[config.mk]
export PLATFORM = sky130hd
export DESIGN_NAME = store_queue_flat
export DESIGN_NICKNAME = d
export VERILOG_FILES = /design/src/rtl/store_queue_pkg.sv /design/src/rtl/store_queue_if.sv /design/src/rtl/store_queue_fwd.sv /design/src/rtl/store_queue.sv /design/src/flat_wrapper.sv
export SDC_FILE = /design/constraint.sdc
export NUM_CORES = 2
export LEC_CHECK = 0
export CELL_PAD_IN_SITES_DETAIL_PLACEMENT = 1
export CELL_PAD_IN_SITES_GLOBAL_PLACEMENT = 1
export CORE_ASPECT_RATIO = 1.75
export CORE_MARGIN = 10
export CORE_UTILIZATION = 30
export CTS_CLUSTER_SIZE = 25
export DETAILED_ROUTE_END_ITERATION = 8
export PLACE_DENSITY_LB_ADDON = 0.05
export SYNTH_ARGS = -nofsm -noshare
export SYNTH_HDL_FRONTEND = slang
export SYNTH_SLANG_ARGS = --single-unit
[constraint.sdc]
create_clock -name i_clk -period 10.05 [get_ports i_clk]
set_input_delay 1.5075 -clock i_clk [delete_from_list [all_inputs] [get_ports i_clk]]
set_output_delay 1.5075 -clock i_clk [all_outputs]
set_load 0.1 [all_outputs]
[src/rtl/store_queue_pkg.sv]
// store_queue_pkg: shared widths and pointer-width helper for the store queue.
// Contents:
//   SQ_WIDTH_TAG / SQ_WIDTH_ADDR / SQ_WIDTH_DATA  default entry field widths
//   SQ_WIDTH                                       default log2 of queue depth
//   ptr_width(w)                                   pointer width: index bits plus one wrap bit
//   SQ_PTR_W                                       pointer width for the default depth
package store_queue_pkg;
    localparam int SQ_WIDTH_TAG  = 5;
    localparam int SQ_WIDTH_ADDR = 32;
    localparam int SQ_WIDTH_DATA = 32;
    localparam int SQ_WIDTH      = 3;

    function automatic int ptr_width(input int w);
        return w + 1;
    endfunction

    localparam int SQ_PTR_W = ptr_width(SQ_WIDTH);
endpackage

[src/rtl/store_queue_if.sv]
// store_queue_if: bundles the allocate, address/data write, commit, memory and load-forward signals.
// Modports:
//   master  drives i_* (pipeline / testbench side), observes o_*
//   slave   observes i_*, drives o_* (store_queue side)
interface store_queue_if
    import store_queue_pkg::*;
#(
    parameter int WIDTH_TAG  = SQ_WIDTH_TAG,
    parameter int WIDTH_ADDR = SQ_WIDTH_ADDR,
    parameter int WIDTH_DATA = SQ_WIDTH_DATA,
    parameter int WIDTH      = SQ_WIDTH
);
    logic                  i_we;
    logic [WIDTH_TAG-1:0]  i_tag;
    logic [WIDTH-1:0]      o_tail;
    logic                  o_full;
    logic                  o_empty;
    logic                  i_weA;
    logic [WIDTH-1:0]      i_waddrA;
    logic [WIDTH_ADDR-1:0] i_addr;
    logic                  i_weD;
    logic [WIDTH-1:0]      i_waddrD;
    logic [WIDTH_DATA-1:0] i_data;
    logic                  i_commit;
    logic                  i_flush;
    logic                  o_mem_valid;
    logic [WIDTH_ADDR-1:0] o_mem_addr;
    logic [WIDTH_DATA-1:0] o_mem_data;
    logic [WIDTH_TAG-1:0]  o_mem_tag;
    logic                  i_mem_ready;
    logic [WIDTH_ADDR-1:0] i_ld_addr;
    logic [WIDTH-1:0]      i_ld_tail;
    logic                  o_fwd_hit;
    logic [WIDTH_DATA-1:0] o_fwd_data;
    logic                  o_fwd_stall;

    modport master (
        output i_we, i_tag, i_weA, i_waddrA, i_addr, i_weD, i_waddrD, i_data,
               i_commit, i_flush, i_mem_ready, i_ld_addr, i_ld_tail,
        input  o_tail, o_full, o_empty, o_mem_valid, o_mem_addr, o_mem_data,
               o_mem_tag, o_fwd_hit, o_fwd_data, o_fwd_stall
    );

    modport slave (
        input  i_we, i_tag, i_weA, i_waddrA, i_addr, i_weD, i_waddrD, i_data,
               i_commit, i_flush, i_mem_ready, i_ld_addr, i_ld_tail,
        output o_tail, o_full, o_empty, o_mem_valid, o_mem_addr, o_mem_data,
               o_mem_tag, o_fwd_hit, o_fwd_data, o_fwd_stall
    );
endinterface

[src/rtl/store_queue_fwd.sv]
// store_queue_fwd: age-ordered youngest-match finder for store-to-load forwarding.
// Ports:
//   v, a, d        per-entry valid / address-known / data-known bits
//   addr, data     per-entry address and data storage
//   head, full     oldest entry index and queue-full flag
//   ld_tail        store tail snapshot of the load (search stops before it)
//   ld_addr        load address
//   hit, fwd_data  forwarding result, stall  load must wait
module store_queue_fwd
    import store_queue_pkg::*;
#(
    parameter int WIDTH_ADDR = SQ_WIDTH_ADDR,
    parameter int WIDTH_DATA = SQ_WIDTH_DATA,
    parameter int WIDTH      = SQ_WIDTH,
    localparam int SIZE      = 2**WIDTH
) (
    input  logic [SIZE-1:0]       v,
    input  logic [SIZE-1:0]       a,
    input  logic [SIZE-1:0]       d,
    input  logic [WIDTH_ADDR-1:0] addr [SIZE],
    input  logic [WIDTH_DATA-1:0] data [SIZE],
    input  logic [WIDTH-1:0]      head,
    input  logic                  full,
    input  logic [WIDTH-1:0]      ld_tail,
    input  logic [WIDTH_ADDR-1:0] ld_addr,
    output logic                  hit,
    output logic [WIDTH_DATA-1:0] fwd_data,
    output logic                  stall
);
    logic [WIDTH-1:0]      cnt;
    logic [WIDTH-1:0]      idx;
    logic                  match;
    logic                  md;
    logic                  unk;
    logic [WIDTH_DATA-1:0] mdata;

    // Walk oldest to youngest so the last match seen is the youngest; an unknown
    // address younger than that match (or anywhere, if none) forces a stall.
    always_comb begin
        cnt   = ld_tail - head;
        idx   = head;
        match = 1'b0;
        md    = 1'b0;
        unk   = 1'b0;
        mdata = '0;
        for (int k = 0; k < SIZE; k++) begin
            idx = head + WIDTH'(k);
            // ld_tail equal to head while full means the whole queue is older than the load
            if (v[idx] && (WIDTH'(k) < cnt || (cnt == '0 && full))) begin
                if (!a[idx]) begin
                    unk = 1'b1;
                end else if (addr[idx] == ld_addr) begin
                    match = 1'b1;
                    md    = d[idx];
                    mdata = data[idx];
                    unk   = 1'b0;
                end
            end
        end
        hit      = match && md && !unk;
        stall    = unk || (match && !md);
        fwd_data = hit ? mdata : '0;
    end
endmodule

[src/rtl/store_queue.sv]
// store_queue: circular store queue with commit pointer, in-order memory drain and load forwarding.
// Ports:
//   i_clk    clock
//   i_rst_n  asynchronous active-low reset
//   bus      store_queue_if.slave: allocate (i_we/i_tag/o_tail/o_full/o_empty),
//            address/data writes, commit, flush, memory drain (o_mem_*/i_mem_ready),
//            load forwarding (i_ld_addr/i_ld_tail/o_fwd_*)
module store_queue
    import store_queue_pkg::*;
#(
    parameter int WIDTH_TAG  = SQ_WIDTH_TAG,
    parameter int WIDTH_ADDR = SQ_WIDTH_ADDR,
    parameter int WIDTH_DATA = SQ_WIDTH_DATA,
    parameter int WIDTH      = SQ_WIDTH,
    localparam int SIZE      = 2**WIDTH
) (
    input  logic         i_clk,
    input  logic         i_rst_n,
    store_queue_if.slave bus
);
    localparam int PW = ptr_width(WIDTH);

    logic [PW-1:0]         head_q, head_d, cptr_q, cptr_d, tail_q, tail_d, cnt;
    logic [SIZE-1:0]       v_q, v_d, a_q, a_d, d_q, d_d, c_q, c_d;
    logic [WIDTH_ADDR-1:0] addr_q [SIZE];
    logic [WIDTH_ADDR-1:0] addr_d [SIZE];
    logic [WIDTH_DATA-1:0] data_q [SIZE];
    logic [WIDTH_DATA-1:0] data_d [SIZE];
    logic [WIDTH_TAG-1:0]  tag_q  [SIZE];
    logic [WIDTH_TAG-1:0]  tag_d  [SIZE];
    logic [WIDTH-1:0]      hi, ti, ci, off;
    logic                  full, empty, mem_valid, commit_ok, pop, alloc;

    assign hi        = head_q[WIDTH-1:0];
    assign ti        = tail_q[WIDTH-1:0];
    assign full      = (hi == ti) && (head_q[WIDTH] != tail_q[WIDTH]);
    assign empty     = head_q == tail_q;
    assign mem_valid = v_q[hi] && a_q[hi] && d_q[hi] && c_q[hi];
    assign commit_ok = bus.i_commit && (cptr_q != tail_q);
    assign pop       = mem_valid && bus.i_mem_ready;
    assign alloc     = bus.i_we && !full && !bus.i_flush;

    always_comb begin
        v_d    = v_q;
        a_d    = a_q;
        d_d    = d_q;
        c_d    = c_q;
        addr_d = addr_q;
        data_d = data_q;
        tag_d  = tag_q;
        off    = '0;
        if (alloc) begin
            v_d[ti]   = 1'b1;
            a_d[ti]   = 1'b0;
            d_d[ti]   = 1'b0;
            c_d[ti]   = 1'b0;
            tag_d[ti] = bus.i_tag;
        end
        if (bus.i_weA && v_q[bus.i_waddrA]) begin
            a_d[bus.i_waddrA]    = 1'b1;
            addr_d[bus.i_waddrA] = bus.i_addr;
        end
        if (bus.i_weD && v_q[bus.i_waddrD]) begin
            d_d[bus.i_waddrD]    = 1'b1;
            data_d[bus.i_waddrD] = bus.i_data;
        end
        ci = cptr_q[WIDTH-1:0];
        if (commit_ok) c_d[ci] = 1'b1;
        if (pop) v_d[hi] = 1'b0;
        head_d = head_q + PW'(pop);
        cptr_d = cptr_q + PW'(commit_ok);
        tail_d = tail_q + PW'(alloc);
        // Flush range starts after this cycle's commit, so the newly committed entry survives.
        cnt = tail_q - cptr_d;
        if (bus.i_flush) begin
            for (int i = 0; i < SIZE; i++) begin
                off = WIDTH'(i) - cptr_d[WIDTH-1:0];
                if (PW'(off) < cnt) v_d[i] = 1'b0;
            end
            tail_d = cptr_d;
        end
    end

    always_ff @(posedge i_clk or negedge i_rst_n) begin
        if (!i_rst_n) begin
            head_q <= '0;
            cptr_q <= '0;
            tail_q <= '0;
            v_q    <= '0;
            a_q    <= '0;
            d_q    <= '0;
            c_q    <= '0;
        end else begin
            head_q <= head_d;
            cptr_q <= cptr_d;
            tail_q <= tail_d;
            v_q    <= v_d;
            a_q    <= a_d;
            d_q    <= d_d;
            c_q    <= c_d;
        end
    end

    always_ff @(posedge i_clk) begin
        addr_q <= addr_d;
        data_q <= data_d;
        tag_q  <= tag_d;
    end

    store_queue_fwd #(
        .WIDTH_ADDR (WIDTH_ADDR),
        .WIDTH_DATA (WIDTH_DATA),
        .WIDTH      (WIDTH)
    ) u_fwd (
        .v        (v_q),
        .a        (a_q),
        .d        (d_q),
        .addr     (addr_q),
        .data     (data_q),
        .head     (hi),
        .full     (full),
        .ld_tail  (bus.i_ld_tail),
        .ld_addr  (bus.i_ld_addr),
        .hit      (bus.o_fwd_hit),
        .fwd_data (bus.o_fwd_data),
        .stall    (bus.o_fwd_stall)
    );

    assign bus.o_tail      = ti;
    assign bus.o_full      = full;
    assign bus.o_empty     = empty;
    assign bus.o_mem_valid = mem_valid;
    assign bus.o_mem_addr  = addr_q[hi];
    assign bus.o_mem_data  = data_q[hi];
    assign bus.o_mem_tag   = tag_q[hi];
endmodule

[src/flat_wrapper.sv]
// flat-port wrapper written by rule: the top's interface ports become plain ports
module store_queue_flat import store_queue_pkg::*;
#(
    parameter int WIDTH_TAG  = SQ_WIDTH_TAG,
    parameter int WIDTH_ADDR = SQ_WIDTH_ADDR,
    parameter int WIDTH_DATA = SQ_WIDTH_DATA,
    parameter int WIDTH      = SQ_WIDTH,
    localparam int SIZE      = 2**WIDTH
)
  (i_clk, i_rst_n, bus_i_we, bus_i_tag, bus_i_weA, bus_i_waddrA, bus_i_addr, bus_i_weD, bus_i_waddrD, bus_i_data, bus_i_commit, bus_i_flush, bus_i_mem_ready, bus_i_ld_addr, bus_i_ld_tail, bus_o_tail, bus_o_full, bus_o_empty, bus_o_mem_valid, bus_o_mem_addr, bus_o_mem_data, bus_o_mem_tag, bus_o_fwd_hit, bus_o_fwd_data, bus_o_fwd_stall);
  store_queue_if #(.WIDTH_TAG(WIDTH_TAG), .WIDTH_ADDR(WIDTH_ADDR), .WIDTH_DATA(WIDTH_DATA), .WIDTH(WIDTH)) bus_i ();
  input  logic i_clk;
  input  logic i_rst_n;
  input wire logic [$bits(bus_i.i_we)-1:0] bus_i_we;
  input wire logic [$bits(bus_i.i_tag)-1:0] bus_i_tag;
  input wire logic [$bits(bus_i.i_weA)-1:0] bus_i_weA;
  input wire logic [$bits(bus_i.i_waddrA)-1:0] bus_i_waddrA;
  input wire logic [$bits(bus_i.i_addr)-1:0] bus_i_addr;
  input wire logic [$bits(bus_i.i_weD)-1:0] bus_i_weD;
  input wire logic [$bits(bus_i.i_waddrD)-1:0] bus_i_waddrD;
  input wire logic [$bits(bus_i.i_data)-1:0] bus_i_data;
  input wire logic [$bits(bus_i.i_commit)-1:0] bus_i_commit;
  input wire logic [$bits(bus_i.i_flush)-1:0] bus_i_flush;
  input wire logic [$bits(bus_i.i_mem_ready)-1:0] bus_i_mem_ready;
  input wire logic [$bits(bus_i.i_ld_addr)-1:0] bus_i_ld_addr;
  input wire logic [$bits(bus_i.i_ld_tail)-1:0] bus_i_ld_tail;
  output wire logic [$bits(bus_i.o_tail)-1:0] bus_o_tail;
  output wire logic [$bits(bus_i.o_full)-1:0] bus_o_full;
  output wire logic [$bits(bus_i.o_empty)-1:0] bus_o_empty;
  output wire logic [$bits(bus_i.o_mem_valid)-1:0] bus_o_mem_valid;
  output wire logic [$bits(bus_i.o_mem_addr)-1:0] bus_o_mem_addr;
  output wire logic [$bits(bus_i.o_mem_data)-1:0] bus_o_mem_data;
  output wire logic [$bits(bus_i.o_mem_tag)-1:0] bus_o_mem_tag;
  output wire logic [$bits(bus_i.o_fwd_hit)-1:0] bus_o_fwd_hit;
  output wire logic [$bits(bus_i.o_fwd_data)-1:0] bus_o_fwd_data;
  output wire logic [$bits(bus_i.o_fwd_stall)-1:0] bus_o_fwd_stall;
  assign bus_i.i_we = bus_i_we;
  assign bus_i.i_tag = bus_i_tag;
  assign bus_i.i_weA = bus_i_weA;
  assign bus_i.i_waddrA = bus_i_waddrA;
  assign bus_i.i_addr = bus_i_addr;
  assign bus_i.i_weD = bus_i_weD;
  assign bus_i.i_waddrD = bus_i_waddrD;
  assign bus_i.i_data = bus_i_data;
  assign bus_i.i_commit = bus_i_commit;
  assign bus_i.i_flush = bus_i_flush;
  assign bus_i.i_mem_ready = bus_i_mem_ready;
  assign bus_i.i_ld_addr = bus_i_ld_addr;
  assign bus_i.i_ld_tail = bus_i_ld_tail;
  assign bus_o_tail = bus_i.o_tail;
  assign bus_o_full = bus_i.o_full;
  assign bus_o_empty = bus_i.o_empty;
  assign bus_o_mem_valid = bus_i.o_mem_valid;
  assign bus_o_mem_addr = bus_i.o_mem_addr;
  assign bus_o_mem_data = bus_i.o_mem_data;
  assign bus_o_mem_tag = bus_i.o_mem_tag;
  assign bus_o_fwd_hit = bus_i.o_fwd_hit;
  assign bus_o_fwd_data = bus_i.o_fwd_data;
  assign bus_o_fwd_stall = bus_i.o_fwd_stall;
  store_queue #(.WIDTH_TAG(WIDTH_TAG), .WIDTH_ADDR(WIDTH_ADDR), .WIDTH_DATA(WIDTH_DATA), .WIDTH(WIDTH)) u_core (.i_clk(i_clk), .i_rst_n(i_rst_n), .bus(bus_i));
endmodule
## Word-level counts from Yosys, hierarchy flattened

Index checks and enable logic that the tools add are counted.

| cells by class | value |
|---|---|
| magnitude comparators | 47 |
| shift operators | 0 |
| divide/modulo/power cells | 0 |
| add/subtract/negate cells | 20 |
| reduce and logical (&&, ||, !) cells | 44 |
| bitwise gates (word level) | 21 |
| multiply operators | 0 |
| eq/ne operators | 12 |
| multiplexer cells | 238 |

Operators by type and width:

| operator | count |
|---|---|
| $mux W32 | 59 |
| $bmux W32 S3 | 16 |
| $bwmux W256 | 2 |
| $eq A32 B32 Y1 | 8 |
| $demux W32 S3 | 2 |
| $mux W1 | 111 |
| $bmux W1 S3 | 27 |
| $mux W8 | 9 |
| $lt A3 B4 Y1 const B | 12 |
| $ge A4 B4 Y1 const B | 11 |
| $not A3 Y4 | 11 |
| $bwmux W40 | 1 |
| $and A8 B8 Y8 | 4 |
| $lt A3 B4 Y1 | 8 |
| $or A8 B8 Y8 | 4 |
| $logic_and A1 B1 Y1 | 30 |
| $not A8 Y8 | 2 |
| $bmux W5 S3 | 1 |
| $demux W1 S3 | 5 |
| $demux W5 S3 | 1 |
| $ge A3 B1 Y1 const B | 5 |
| $mux W5 | 3 |
| $add A3 B3 Y3 const B | 4 |
| $add A4 B1 Y4 | 3 |
| 19 further kinds | 43 |

| storage, ports and cells | value |
|---|---|
| register bits | 596 |
| input bits | 118 |
| logic and storage cells | 413 |
| bits in writable memories | 0 |
| output and inout bits | 109 |
| memory bits (read-only) | 0 |
| bits in latches | 0 |
| memories | 0 |

## Depth between registers and ports, before layout

| depth | value |
|---|---|
| depth in word-level cells | 32 |
| mapped depth | 28 |
| depth with buffers taken out | 13 |

## Modules after synthesis

A second synthesis with hierarchy kept.

| second synthesis, totals | value |
|---|---|
| cell total of the unflattened synthesis | 4,126 |
| area total of the unflattened synthesis | 50,651.1 um2 |

Modules (own cells, without submodules):

| module | times used | cells each | area each (um2) |
|---|---|---|---|
| store_queue_fwd | 1 | 2,889 | 28,492.3 |
| store_queue | 1 | 1,237 | 22,158.8 |

## Worst setup path after synthesis

Ideal clock, no wire load.

| timing path | value |
|---|---|
| path kind | reg-to-output |
| start point | reg u_core.head_q[1] |
| end point | out bus_o_fwd_data[6] |
| path buffers | 11 |
| required time | 8.543 ns |
| arrival | 10.593 ns |
| path slack | -2.050 ns |
| cell stages (with the launch flop) | 24 |
| cell sequence | dfrtp_1 > buf_2 > buf_2 > inv_2 > buf_1 > clkbuf_1 > clkbuf_1 > clkbuf_1 > clkbuf_1 > ha_1 > buf_4 > buf_4 > mux4_2 > xnor2_1 > nand3_1 > a2111oi_2 > nand4_1 > or4_4 > buf_6 > or2_4 > buf_6 > a221oi_4 > o211ai_4 > a2111oi_0 |

| on the way | value |
|---|---|
| cells in the longest elaborated chain, start to end | 32 |
| elaborated cells on any way between the ends | 247 |

Ends and longest elaborated chain:

| element | line | RTL |
|---|---|---|
| start: declaration | store_queue.sv:23 | `logic [PW-1:0] head_q, head_d, cptr_q, cptr_d, tail_q, tail_d, cnt;` |
| start signal: assignment | store_queue.sv:86 | `head_q <= '0;` |
| start signal: assignment | store_queue.sv:94 | `head_q <= head_d;` |
| parallel branches: the longest is 31 deep, another holds $add A3 B1 Y3 | n/a |  |
| $mux W32 * | store_queue_fwd.sv:62 | `fwd_data = hit ? mdata : '0;` |
| end: declaration | flat_wrapper.sv:35 | `output wire logic [$bits(bus_i.o_fwd_data)-1:0] bus_o_fwd_data;` |

Every way passes the cells marked *. The select of a mux whose other input is x is not followed.

## Final worst setup path

| timing path | value |
|---|---|
| start point | reg u_core.head_q[0] |
| end point | out bus_o_fwd_data[6] |

Same word-level chain as after synthesis.

==> impl_results.md <==
- Hold_sp: u_core.c_q[7]$_DFF_PN0_
- Wl on met1: 82640 um
- Critical Path End Type: primary output
- Num rows: 191
- Synthesized net count: 4304
- Multi-input logic area: 27240 um2
- Critical Path Most Common Cell: buf_12
- Cells after Synth: 4156
- Initial Utilization: 30.23%
- Synth top area share: 35.40%
- Final worst slack: 492.6 ps
- Worst r2r src: u_core.head_q[2]$_DFF_PN0_
- Met2 wire length: 125600 um
- Most frequent cells in the layout: 552 x edfxtp_1, 502 x nand2_1, 393 x mux2i_1
- Top layer in use: met5
- Final hold slack: 477.3 ps
- Final std cells w/o fill: 6316
- Leading post-synthesis cells by cell area: edfxtp_1 35%, mux4_2 18%, mux2i_1 8.4%
- Finished Core Util: 34.91%
- Worst hold path type: reg2reg
- Clock skew: 19.63 ps
- CP startpoint kind: register
- Yosys warnings: 0
- Unrepaired setup endpoints after global routing: false
- Worst Path Arrival: 8050 ps
- Simple-gate area share of the yosys netlist: 10.05%
- WS Path Type: reg2out
- Overall Power: 7.983 mW
- Crit-path slowest cell: dfrtp_4
- Slew Limit Fails: 0
- Synth Area in Compound Gates: 13.66%
- Clock-pin slew on the worst setup and hold paths: 70 ps
- Setup TNS: 0 ps
- GR Overflow Total: 0
- Met3 wire length: 8549 um
- Antenna-violating nets left: 0
- Yosys reg bits: 596
- Sequential cell area: 17690 um2
- Largest stage delay on the critical path: 810 ps
- First DRT Iteration DRCs: 2637
- IO Pins: 227
- Post-synth cell types: 91
- Status: finished, final reports clean
- Mux contribution to synthesized area: 28.80%
- Post-cts sizing count: 0
- Power Density: 147.7 nW/um2
- First-pass GRT wire length: 328200 um
- Clk_lat worst skew: 700 ps
- Routed vias: 38660
- CTS Buf Count: 71
- Register area share after synthesis: 37.76%
- Die Ht: 542.6 um
- DP Area: 51580 um2
- Initial DRT Pass Iterations: 5
- Mapped cell area: 46820 um2
- Asr flop ratio synth: 7.383%
- Worst Reg-to-Reg Cells: 9
- Max Cap Viol: 0
- Fillers: 16760
- Fin crit period: 9557 ps
- R2R Path End: u_core.tag_q[31]$_DFFE_PP_
- Hold_buf cts: 0
- Routed wire per std cell: 37.31 um
- Fmax: 0.1046 GHz
- Dpl cells: 6181
- Fin. Hold Viols: 0
- Root buf cell: clkbuf_16
- Relative slew slack: 20.07%
- H-tree depth: 3
- Post-synth top area cell: edfxtp_1
- Initial antenna violation count: 10
- Largest net degree at the start of global routing: 121
- Post-detail-place hpwl: 173300 um
- Most common cell after layout, fill and taps aside: edfxtp_1
- DRC: 0
- Post-synthesis xor/xnor area fraction: 4.311%
- Peak VDD IR: 0.1591 mV
- # Post-CTS Setup Buffers: 0
- Die ar.: 172900 um2
- Area Overhead vs Synth: 15.47%
- DRT Wirelength: 235700 um
- Synth Area in Adders: 0.8498%
- Max Root-Sink Buffers: 3
- Worst slew pin tran: 1195 ps
- Largest family of logic cells by synthesized area: multiplexers
- Layout cells sized above 1: 20.05%
- All-Layer GR Usage: 26.39%
- Core area: 154900 um2
- P_leak: 16.35 nW
- Die Span X: 318.6 um
- Setup Viol. Count Final: 0
- Number of global-route vias before repair: 41210
- CP Cell Sequence: inv_1 > ha_4 > buf_12 > mux4_2 > xnor2_1 > nand4b_1 > a32oi_1 > nand4_1 > or4_4 > or2_4 > a221oi_4 > o211ai_4 > buf_12 > a2111oi_1 > buf_12
- Worst Path Required: 8540 ps
- Routability cong.: 1.071
- Syn Area/Cell: 11.27 um2
- Final Cell Area: 54060 um2
- WHS Endpoint: u_core.c_q[7]$_DFF_PN0_
- Routed vias/inst: 6.120
- Crit share post-route: 95.10%
- CTS Sinks: 596
- Max FO, Critical Path: 48
- Post-synth EDFFs: 552
- Hold path depth: 2
- NumNets Final: 4376
- TritonCTS clock tree: done
- Ys flop type: edfxtp_1
- IO Port Bufs: 226
- Pre-CTS setup slack: 1073 ps
- Flop2flop setup slack: 5460 ps
==> kinds of logic after synthesis <==
| family | Yosys count |
|---|---|
| xor+xnor | 228 |
| fa+ha+maj | 30 |
| simple gates | 1057 |
| flops | 596 |
| compound gates | 930 |
| buf+inv | 441 |
| mux | 874 |
==> area by class of cell <==
cell class / instances / area share [%]
Multi-Input combinational cell: 3119 / 50.38
Sequential cell: 596 / 32.72
Timing Repair Buffer: 373 / 7.147
Tap cell: 2026 / 4.689
Clock buffer: 75 / 3.393
Clock inverter: 54 / 1.164
Inverter: 67 / 0.4814
Antenna cell: 6 / 0.02777
==> routing by layer <==
| layer | track usage, % | up-vias |
|---|---|---|
| met4 | 18.50 | 6 |
| met3 | 3.437 | 487 |
| met2 | 49.37 | 1152 |
| met1 | 26.77 | 20510 |
| met5 | 0 | - |
| li1 | - | 16500 |
==> registers in the layout (all words and copies together) (netlist names) <==
name and cells:
u_core.addr_q 256, u_core.data_q 256, u_core.tag_q 40, u_core.a_q 8, u_core.c_q 8, u_core.d_q 8
u_core.v_q 8, u_core.cptr_q 4, u_core.head_q 4, u_core.tail_q 4
==> report_power, final <==
| part | internal (mW) | total (mW) | leakage, nW | switching, mW |
|---|---|---|---|---|
| logic | 0.799 | 2.20 | 9.65 | 1.40 |
| clock network | 1.60 | 2.80 | 1.17 | 1.19 |
| registers | 2.83 | 2.98 | 5.53 | 0.148 |
| total | 5.24 | 7.98 | 16.3 | 2.75 |
==> worst max-delay path by stage <==
stage,cells after the start,slack [ps],endpoint,start
6_report,15,490,bus_o_fwd_data[6],u_core.head_q[0]$_DFF_PN0_
5_1_grt,16,390,bus_o_fwd_data[6],u_core.head_q[0]$_DFF_PN0_
3_3_place_gp,15,700,bus_o_fwd_data[8],bus_i_ld_tail[1]
4_1_cts,15,540,bus_o_fwd_data[6],u_core.head_q[0]$_DFF_PN0_
3_5_place_dp,16,1070,bus_o_fwd_data[12],bus_i_ld_tail[1]
2_1_floorplan,22,-820,bus_o_fwd_data[12],u_core.head_q[1]$_DFF_PN0_
==> synthesized netlist by cell type (all sizes together), types with 7 or more instances <==
| cell | number |
|---|---|
| and3 | 35 |
| o21ai | 170 |
| a311oi | 10 |
| nor2b | 11 |
| nor3 | 47 |
| nand2 | 503 |
| inv | 60 |
| nand2b | 18 |
| a221oi | 23 |
| nor4 | 19 |
| a21oi | 164 |
| ha | 27 |
| a22oi | 32 |
| xnor2 | 199 |
| clkinv | 7 |
| a211oi | 17 |
| xor2 | 28 |
| or4 | 8 |
| a31oi | 21 |
| a211o | 11 |
| buf | 203 |
| o221ai | 38 |
| mux4 | 367 |
| edfxtp | 552 |
| mux2 | 114 |
| and2 | 17 |
| o22a | 7 |
| nand3 | 80 |
| or2 | 16 |
| dfrtp | 44 |
| a2111oi | 44 |
| or3 | 20 |
| o31ai | 10 |
| mux2i | 393 |
| nand4 | 35 |
| o21a | 38 |
| o22ai | 118 |
| clkbuf | 171 |
| a21o | 24 |
| o2111ai | 13 |
| o211ai | 110 |
| o311ai | 31 |
| nor2 | 228 |
==> worst max-delay path, delay by kind of cell, from the launching register on <==
kind                       cells  cell delay, ps
AOI/OAI and AO/OA              4            1760
muxes                          1             650
xor gates and xnor gates       1             660
DFF                            1             810
and+or+nand+nor                4            1610
adders and majority gates      1             640
buffers and inverters          4            1090
No activity file was read; power rests on OpenSTA's default activity.
